==> src/rtl/frame_buffer_ctrl_if.sv <==
// Frame-buffer bus bundle: draw writes, display reads,
// clear control and the single RAM port.
interface frame_buffer_ctrl_if;
  logic        write_en;
  logic [16:0] frame_addr;
  logic [23:0] frame_data;
  logic        frame_write_valid;
  logic        disp_req;
  logic [16:0] disp_addr;
  logic [23:0] disp_data;
  logic        disp_valid;
  logic        clear_start;
  logic [23:0] clear_color;
  logic        clear_done;
  logic [16:0] mem_addr;
  logic [23:0] mem_wdata;
  logic        mem_we;
  logic [23:0] mem_rdata;

  modport slave (
    input  write_en,
    input  frame_addr,
    input  frame_data,
    input  disp_req,
    input  disp_addr,
    input  clear_start,
    input  clear_color,
    input  mem_rdata,
    output frame_write_valid,
    output disp_data,
    output disp_valid,
    output clear_done,
    output mem_addr,
    output mem_wdata,
    output mem_we
  );

  modport master (
    output write_en,
    output frame_addr,
    output frame_data,
    output disp_req,
    output disp_addr,
    output clear_start,
    output clear_color,
    output mem_rdata,
    input  frame_write_valid,
    input  disp_data,
    input  disp_valid,
    input  clear_done,
    input  mem_addr,
    input  mem_wdata,
    input  mem_we
  );
endinterface

==> src/rtl/frame_buffer_ctrl.sv <==
// Frame RAM arbiter: display reads beat the clear
// engine, which beats draw writes; one RAM op per cycle.
module frame_buffer_ctrl #(
  parameter int unsigned FRAME_PIXELS = 76800
) (
  input logic               clk,
  input logic               rst_n,
  frame_buffer_ctrl_if.slave fb
);

  localparam logic [16:0] LIMIT = 17'(FRAME_PIXELS);
  localparam logic [16:0] LAST  = 17'(FRAME_PIXELS - 1);

  typedef enum logic {
    IDLE,
    CLEAR
  } state_e;

  state_e      state_q, state_d;
  logic [16:0] ptr_q, ptr_d;
  logic [23:0] color_q, color_d;
  logic [2:0]  pipe_q, pipe_d;
  logic [23:0] rdata_q, rdata_d;
  logic        fwv_q, fwv_d;
  logic        done_q, done_d;
  logic [16:0] addr_q, addr_d;
  logic [23:0] wdata_q, wdata_d;
  logic        we_q, we_d;

  logic        clr_go;
  logic        g_disp, g_clr, g_wr;
  logic [16:0] clr_addr;
  logic [23:0] clr_color;

  // A clear_start in IDLE issues address 0 in the same cycle.
  assign clr_go    = (state_q == CLEAR) || fb.clear_start;
  assign clr_addr  = (state_q == CLEAR) ? ptr_q : '0;
  assign clr_color = (state_q == CLEAR) ? color_q
                                        : fb.clear_color;

  assign g_disp = fb.disp_req;
  assign g_clr  = !fb.disp_req && clr_go;
  assign g_wr   = !fb.disp_req && !clr_go
               && fb.write_en && !fwv_q;

  always_comb begin
    state_d = state_q;
    ptr_d   = ptr_q;
    color_d = color_q;
    addr_d  = addr_q;
    wdata_d = wdata_q;
    we_d    = 1'b0;
    fwv_d   = 1'b0;
    done_d  = 1'b0;
    pipe_d  = {pipe_q[1:0], fb.disp_req};
    rdata_d = pipe_q[1] ? fb.mem_rdata : rdata_q;

    if (state_q == IDLE && fb.clear_start) begin
      state_d = CLEAR;
      color_d = fb.clear_color;
      ptr_d   = '0;
    end

    unique case (1'b1)
      g_disp: begin
        addr_d = fb.disp_addr;
      end
      g_clr: begin
        addr_d  = clr_addr;
        wdata_d = clr_color;
        we_d    = 1'b1;
        ptr_d   = clr_addr + 17'd1;
        if (clr_addr == LAST) begin
          state_d = IDLE;
          ptr_d   = '0;
          done_d  = 1'b1;
        end
      end
      g_wr: begin
        addr_d  = fb.frame_addr;
        wdata_d = fb.frame_data;
        we_d    = fb.frame_addr < LIMIT;
        fwv_d   = 1'b1;
      end
      default: ;
    endcase
  end

  always_ff @(posedge clk or negedge rst_n) begin
    if (!rst_n) begin
      state_q <= IDLE;
      ptr_q   <= '0;
      color_q <= '0;
      pipe_q  <= '0;
      rdata_q <= '0;
      fwv_q   <= 1'b0;
      done_q  <= 1'b0;
      addr_q  <= '0;
      wdata_q <= '0;
      we_q    <= 1'b0;
    end else begin
      state_q <= state_d;
      ptr_q   <= ptr_d;
      color_q <= color_d;
      pipe_q  <= pipe_d;
      rdata_q <= rdata_d;
      fwv_q   <= fwv_d;
      done_q  <= done_d;
      addr_q  <= addr_d;
      wdata_q <= wdata_d;
      we_q    <= we_d;
    end
  end

  assign fb.frame_write_valid = fwv_q;
  assign fb.disp_valid        = pipe_q[2];
  assign fb.disp_data         = rdata_q;
  assign fb.clear_done        = done_q;
  assign fb.mem_addr          = addr_q;
  assign fb.mem_wdata         = wdata_q;
  assign fb.mem_we            = we_q;

endmodule
==> src/flat_wrapper.sv <==
// flat-port wrapper written by rule: the top's interface ports become plain ports
module frame_buffer_ctrl_flat 
#(
  parameter int unsigned FRAME_PIXELS = 76800
)
  (clk, rst_n, fb_write_en, fb_frame_addr, fb_frame_data, fb_disp_req, fb_disp_addr, fb_clear_start, fb_clear_color, fb_mem_rdata, fb_frame_write_valid, fb_disp_data, fb_disp_valid, fb_clear_done, fb_mem_addr, fb_mem_wdata, fb_mem_we);
  frame_buffer_ctrl_if fb_i ();
  input logic clk;
  input logic rst_n;
  input wire logic [$bits(fb_i.write_en)-1:0] fb_write_en;
  input wire logic [$bits(fb_i.frame_addr)-1:0] fb_frame_addr;
  input wire logic [$bits(fb_i.frame_data)-1:0] fb_frame_data;
  input wire logic [$bits(fb_i.disp_req)-1:0] fb_disp_req;
  input wire logic [$bits(fb_i.disp_addr)-1:0] fb_disp_addr;
  input wire logic [$bits(fb_i.clear_start)-1:0] fb_clear_start;
  input wire logic [$bits(fb_i.clear_color)-1:0] fb_clear_color;
  input wire logic [$bits(fb_i.mem_rdata)-1:0] fb_mem_rdata;
  output wire logic [$bits(fb_i.frame_write_valid)-1:0] fb_frame_write_valid;
  output wire logic [$bits(fb_i.disp_data)-1:0] fb_disp_data;
  output wire logic [$bits(fb_i.disp_valid)-1:0] fb_disp_valid;
  output wire logic [$bits(fb_i.clear_done)-1:0] fb_clear_done;
  output wire logic [$bits(fb_i.mem_addr)-1:0] fb_mem_addr;
  output wire logic [$bits(fb_i.mem_wdata)-1:0] fb_mem_wdata;
  output wire logic [$bits(fb_i.mem_we)-1:0] fb_mem_we;
  assign fb_i.write_en = fb_write_en;
  assign fb_i.frame_addr = fb_frame_addr;
  assign fb_i.frame_data = fb_frame_data;
  assign fb_i.disp_req = fb_disp_req;
  assign fb_i.disp_addr = fb_disp_addr;
  assign fb_i.clear_start = fb_clear_start;
  assign fb_i.clear_color = fb_clear_color;
  assign fb_i.mem_rdata = fb_mem_rdata;
  assign fb_frame_write_valid = fb_i.frame_write_valid;
  assign fb_disp_data = fb_i.disp_data;
  assign fb_disp_valid = fb_i.disp_valid;
  assign fb_clear_done = fb_i.clear_done;
  assign fb_mem_addr = fb_i.mem_addr;
  assign fb_mem_wdata = fb_i.mem_wdata;
  assign fb_mem_we = fb_i.mem_we;
  frame_buffer_ctrl #(.FRAME_PIXELS(FRAME_PIXELS)) u_core (.clk(clk), .rst_n(rst_n), .fb(fb_i));
endmodule
==> config.mk <==
export PLATFORM = sky130hd
export DESIGN_NAME = frame_buffer_ctrl_flat
export DESIGN_NICKNAME = d
export VERILOG_FILES = /design/src/rtl/frame_buffer_ctrl_if.sv /design/src/rtl/frame_buffer_ctrl.sv /design/src/flat_wrapper.sv
export SDC_FILE = /design/constraint.sdc
export NUM_CORES = 1
export LEC_CHECK = 0
export CAP_MARGIN = 0
export CORE_MARGIN = 10
export CORE_UTILIZATION = 25
export CTS_BUF_LIST = sky130_fd_sc_hd__clkbuf_4 sky130_fd_sc_hd__clkbuf_8 sky130_fd_sc_hd__clkbuf_16
export DETAILED_ROUTE_END_ITERATION = 10
export REMOVE_ABC_BUFFERS = 1
export SLEW_MARGIN = 5
export SYNTH_ARGS = -nofsm -noshare
export SYNTH_HDL_FRONTEND = slang
export SYNTH_SLANG_ARGS = --single-unit
==> constraint.sdc <==
create_clock -name clk -period 2.1 [get_ports clk]
set_input_delay 0.525 -clock clk [delete_from_list [all_inputs] [get_ports clk]]
set_output_delay 0.525 -clock clk [all_outputs]
set_load 0.01 [all_outputs]
==> results of run 1 <==
[state kept, by name, indices dropped and copies added, names as in the netlist]
name / count
u_core.color_q: 24
u_core.fb.clear_done: 1
u_core.fb.disp_data: 24
u_core.fb.frame_write_valid: 1
u_core.fb.mem_addr: 17
u_core.fb.mem_wdata: 24
u_core.fb.mem_we: 1
u_core.pipe_q: 3
u_core.ptr_q: 17
u_core.state_q: 1
[layout make-up]
type / instances / area, um^2 / share of cell area
Inverter: 4 / 15.01 / 0.001802
Antenna cell: 1 / 2.502 / 0.0003003
Clock inverter: 14 / 155.1 / 0.01862
Clock buffer: 18 / 439.2 / 0.05269
Multi-Input combinational cell: 363 / 2311 / 0.2773
Tap cell: 275 / 344.1 / 0.04129
Timing Repair Buffer: 225 / 2238 / 0.2686
Sequential cell: 113 / 2829 / 0.3394
[cell families (layout without fill, tap and decap cells)]
family / Yosys count / count (layout)
AO/OA/AOI/OAI: 101 / 101
adder cells (fa/ha/maj): 1 / 1
buffers and inverters: 41 / 261
flip-flops: 113 / 113
multiplexers: 51 / 51
other: 0 / 1
AND/OR/NAND/NOR: 210 / 210
[Yosys cell counts (4+ instances only)]
cell type,instances,area (um^2)
dfrtp_1,113,2828
nand2_1,110,412.9
nor2_1,45,168.9
mux2i_1,27,270.3
a221o_1,24,240.2
mux2_2,24,270.3
buf_2,19,95.09
a21oi_1,16,80.08
clkbuf_1,14,52.55
o21ai_0,13,65.06
a221oi_1,11,96.34
a31oi_1,9,56.30
and2_1,9,56.30
nand2b_1,6,37.54
nand3_1,6,30.03
nor2b_1,6,37.54
and4_1,5,43.79
and3_1,4,25.02
buf_4,4,30.03
inv_1,4,15.01
nand4_1,4,25.02
nor3_1,4,20.02
o21ai_1,4,20.02
[worst min path at each step]
stage,start,end,slack [ps],cells after the start
floorplan,rst_n,u_core.color_q[0],230,0
CTS,rst_n,u_core.fb.mem_addr[1],40,1
finish,rst_n,u_core.fb.mem_addr[1],40,1
global route,rst_n,u_core.fb.mem_addr[1],50,1
global placement,u_core.pipe_q[0],u_core.pipe_q[1],330,0
detailed placement,u_core.pipe_q[0],u_core.pipe_q[1],340,0
[where the power goes]
group	internal, mW	switching [mW]
clock network	1.79	1.12
registers	2.43	0.196
logic	0.734	0.515
[layer usage]
metal | share of wire | vias up | GRT usage
met3 | 0.081 | 17 | 0.05726
li1 | - | 2277 | -
met4 | 0.0088 | 4 | 0.03197
met1 | 0.46 | 2262 | 0.1748
met2 | 0.44 | 177 | 0.2030
met5 | 0.0015 | - | 0
[through the flow]
stage          power (mW)  cells
2_1_floorplan       3.116    480
6_report            6.787   1013
3_5_place_dp        3.927    980
4_1_cts             6.885   1012
3_3_place_gp        3.904    980
5_1_grt             7.148   1012
==> out/results.ini, run 1 <==
[run_status]
status = finished, final reports clean

[logic_synthesis]
synth-main-ff-cell = dfrtp_1
synth-xor-area-share = 0
async_flop_share = 1.000
ys_ff_latch = 113
syn_inst = 517
synth_edf_count = 0
synth-simple-area-share = 0.1832
synth-seq-area-share = 0.5328
syn_avg_cell_area_um2 = 10.27
syn_area_mm2 = 0.005308
synth_mux_area_frac = 0.1018
ys_warn_count = 0
synth_compound_area_frac = 0.1436
synthAdderAreaFrac = 0.002357
synth_top_family_by_area = simple AND/OR/NAND/NOR gates
synth.distinct_cells = 50

[clock_tree]
clock-sinks = 113
cts_buffer_depth = 2
cts_setup_buffers = 0
cts_inserted_buffers = 17
cts_tree = built
cts_resized = 0
h-tree-depth = 4
clk_latency_ps = 420
ctsHoldBuffers = 0
clkTransAtPathRegs_ps = 60
cts_root_buffer = clkbuf_16

[floorplan]
num_rows = 53
initial_core_util = 0.2533
die_w_um = 165.7
ios = 180
die_h_um = 165.7
dieArea_mm2 = 0.02746
coreArea_mm2 = 0.02096

[worst_setup_path]
slowest_stage = clkdlybuf4s50_1
cp_num_cells = 1
cp-end-kind = output port
worstReg2RegStart = u_core.state_q
critPathLaunchType = register
arrival_ps = 1360
r2r_end = u_core.fb.mem_wdata[10]
startpoint = u_core.fb.mem_addr[11]
r2r_slack_ps = 210
path_max_fanout = 2
required_ps = 1570
cp_cell_sequence = clkdlybuf4s50_1
crit_path_max_incr_delay_ps = 570
worstRegToRegCells = 6
path_buf_inv = 1
endpoint = fb_mem_addr[11]
critPathKind = register to output port
critPathTopFamily = buffers and inverters

[sta]
worst_pin_slew_ps = 421.2
fin_ws_ps = 211.8
slew_headroom = 0.7168
fin_crit_sh = 0.8991
setup_viol = 0
fin_skew_ps = 8.877
tns_ps = 0
period_needed_ps = 1888
rsz0062_at_grt = false
holdWs_ps = 37.13
max_clock_freq_mhz = 529.6
hold_violations = 0
slew_violations = 0

[global_routing]
grt_usage = 0.1349
grt_max_degree = 54
grt_pass1_wl_um = 29570
first_global_vias = 4917
antenna_found_initial = 2
grt_overflow_total = 0

[detailed_routing]
dr.pass1.iters = 5
remaining_drc_errors = 0
viasPerCell = 4.676
drt-wirelength-per-cell_um = 18.31
wirelength_um = 18550
dr.first_iter.drc_count = 329
route.vias.total = 4737
ant_nets = 0

[power_and_ir_drop]
p_leak_nw = 3.727
cellPowerDensity_mw_per_mm2 = 814.3
ir_drop_v = 0.0004730

[flow_run]
max-cap-violations = 0

[place]
dp_hpwl_um = 13890
place_congestion = 0.8735
io_buffers = 179
dp_slack_ps = -72.85
placement.cell_area_mm2 = 0.007731

[cells_and_area]
syn2layout_area_growth_pct = 57.02
final_cell_area_mm2 = 0.008334
layout_common_cells = clkdlybuf4s50_1 (178), dfrtp_1 (112), nand2_1 (110)
fillers = 2093
mostFrequentLayoutCell = clkdlybuf4s50_1
drive_gt1_frac = 0.1560
layout.core_utilization = 0.3977
nets = 836

[worst_hold_path]
hp-class = input port to asynchronous set/reset pin

Note: power is estimated with default switching activity, not from simulation.
==> run 2: changes to the inputs <==
==> constraint.sdc (replaced) <==
create_clock -name clk -period 2.1 [get_ports clk]
set_input_delay 0.42 -clock clk [delete_from_list [all_inputs] [get_ports clk]]
set_output_delay 0.42 -clock clk [all_outputs]
set_load 0.01 [all_outputs]
==> out/results.ini, run 2 (synthesis gave the netlist of run 1 again) <==
[detailed_routing]
wl_met2_um = 7985
ant_nets = 0
remaining_drc_errors = 0
drt-wirelength-per-cell_um = 18.35
wirelength_um = 18410
dr.first_iter.drc_count = 287
wl_met1_um = 8607
dr.pass1.iters = 5
highest_layer = met5
route.vias.total = 4719
viasPerCell = 4.705
dr_wl_met3_um = 1556

[worst_setup_path]
r2r_slack_ps = 190
required_ps = 2440
critPathLaunchType = register
cp-end-kind = register
arrival_ps = 2250
critPathKind = register to register
path_max_fanout = 41

[sta]
period_needed_ps = 1906
max_clock_freq_mhz = 524.5
rsz0062_at_grt = false
setup_viol = 0
fin_crit_sh = 0.9078
hold_violations = 0
fin_skew_ps = 8.804
slew_headroom = 0.6305
worst_pin_slew_ps = 549.5
slew_violations = 0

[global_routing]
grt_pass1_wl_um = 28770
antenna_found_initial = 1
first_global_vias = 4835
grt_overflow_total = 0
grt_max_degree = 64
grt_usage = 0.1323

[clock_tree]
clk_latency_ps = 410
cts_buffer_depth = 2
cts_inserted_buffers = 17
cts_root_buffer = clkbuf_16
clock-sinks = 113
cts_tree = built
h-tree-depth = 4
clkTransAtPathRegs_ps = 60

[place]
dp_hpwl_um = 13560
place_congestion = 0.8565
placement.cell_area_mm2 = 0.007681
placed_cells = 970
io_buffers = 179

[cells_and_area]
final_cell_area_mm2 = 0.008278
seq_area_mm2 = 0.002829
layout_common_cells = clkdlybuf4s50_1 (178), dfrtp_1 (112), nand2_1 (110)
syn2layout_area_growth_pct = 55.96
drive_gt1_frac = 0.1442
mostFrequentLayoutCell = clkdlybuf4s50_1
multi_input_area_mm2 = 0.002311
n_antenna_cell = 0
nets = 827
fin_cells = 1003
fillers = 2078

[power_and_ir_drop]
cellPowerDensity_mw_per_mm2 = 815.9
ir_drop_v = 0.0004769
p_leak_nw = 3.699

[floorplan]
die_h_um = 165.7
ios = 180
coreArea_mm2 = 0.02096
die_w_um = 165.7
dieArea_mm2 = 0.02746
initial_core_util = 0.2533
num_rows = 53

[worst_hold_path]
hp-class = register to register

[flow_run]
max-cap-violations = 0

[run_status]
status = finished, final reports clean

## run 2: changes by cell type in the layout (fill, tap and decap cells not counted), sizes merged
cell,before,now
inv,7,8
clkinvlp,5,3
buf,47,37
clkbuf,18,17
diode,1,0
clkinv,4,6
dlygate4sd3,0,1
## run 2: final cells by class
class,instances,share of cell area
clock buffers,17,0.05139
clock inverters,15,0.01920
inverters,4,0.001814
multi-input cells,363,0.2792
flip-flops and latches,113,0.3417
well taps,275,0.04157
repair buffers,216,0.2651
## run 2: worst paths after layout
| kind | start | to | depth (start not counted) |
|---|---|---|---|
| min | u_core.pipe_q[0] | u_core.pipe_q[1] | 0 |
| max in group asynchronous | rst_n | u_core.fb.mem_wdata[20] | 3 |
| min in group asynchronous | rst_n | u_core.fb.mem_addr[1] | 2 |
| max | u_core.state_q | u_core.ptr_q[14] | 7 |
| min reg2reg | u_core.pipe_q[0] | u_core.pipe_q[1] | 0 |
| max reg2reg | u_core.state_q | u_core.ptr_q[14] | 7 |
## run 2: repair_timing
item	4_1_cts	5_1_grt
buffers inserted	0	0
hold endpoints to repair	11	0
hold buffers	1	0
resized for setup	0	1
setup endpoints to repair	0	4
## run 2: critical path: stages, from the launching register on
cell      delay, ps
dfrtp_2         390
buf_12          220
buf_4           360
nand2b_2        230
buf_4           180
buf_4           230
nand2_1          70
mux2i_1         120
## run 2: through the flow
stage	hold WS (ps)	utilization	worst slack, ps	power, mW	setup TNS, ps
2_1_floorplan	124.4	-	-1969	3.116	-104590
3_3_place_gp	288.9	0.3666	6.766	3.915	0
3_5_place_dp	294.1	0.3666	-30.55	3.935	-242.3
4_1_cts	349.0	0.3949	94.55	6.852	0
5_1_grt	355.3	0.3950	82.49	7.120	0
6_report	346.0	0.3950	193.6	6.754	0
## run 2: power breakdown
part           internal [mW]  leakage, nW  switching (mW)
combinational          0.743         2.04           0.524
clock                   1.76        0.280            1.11
sequential              2.43         1.37           0.193
## run 2: layer usage
metal | vias up | GRT usage
li1 | 2251 | -
met1 | 2269 | 0.1705
met2 | 179 | 0.1931
met3 | 18 | 0.06034
met4 | 2 | 0.04006
met5 | - | 0
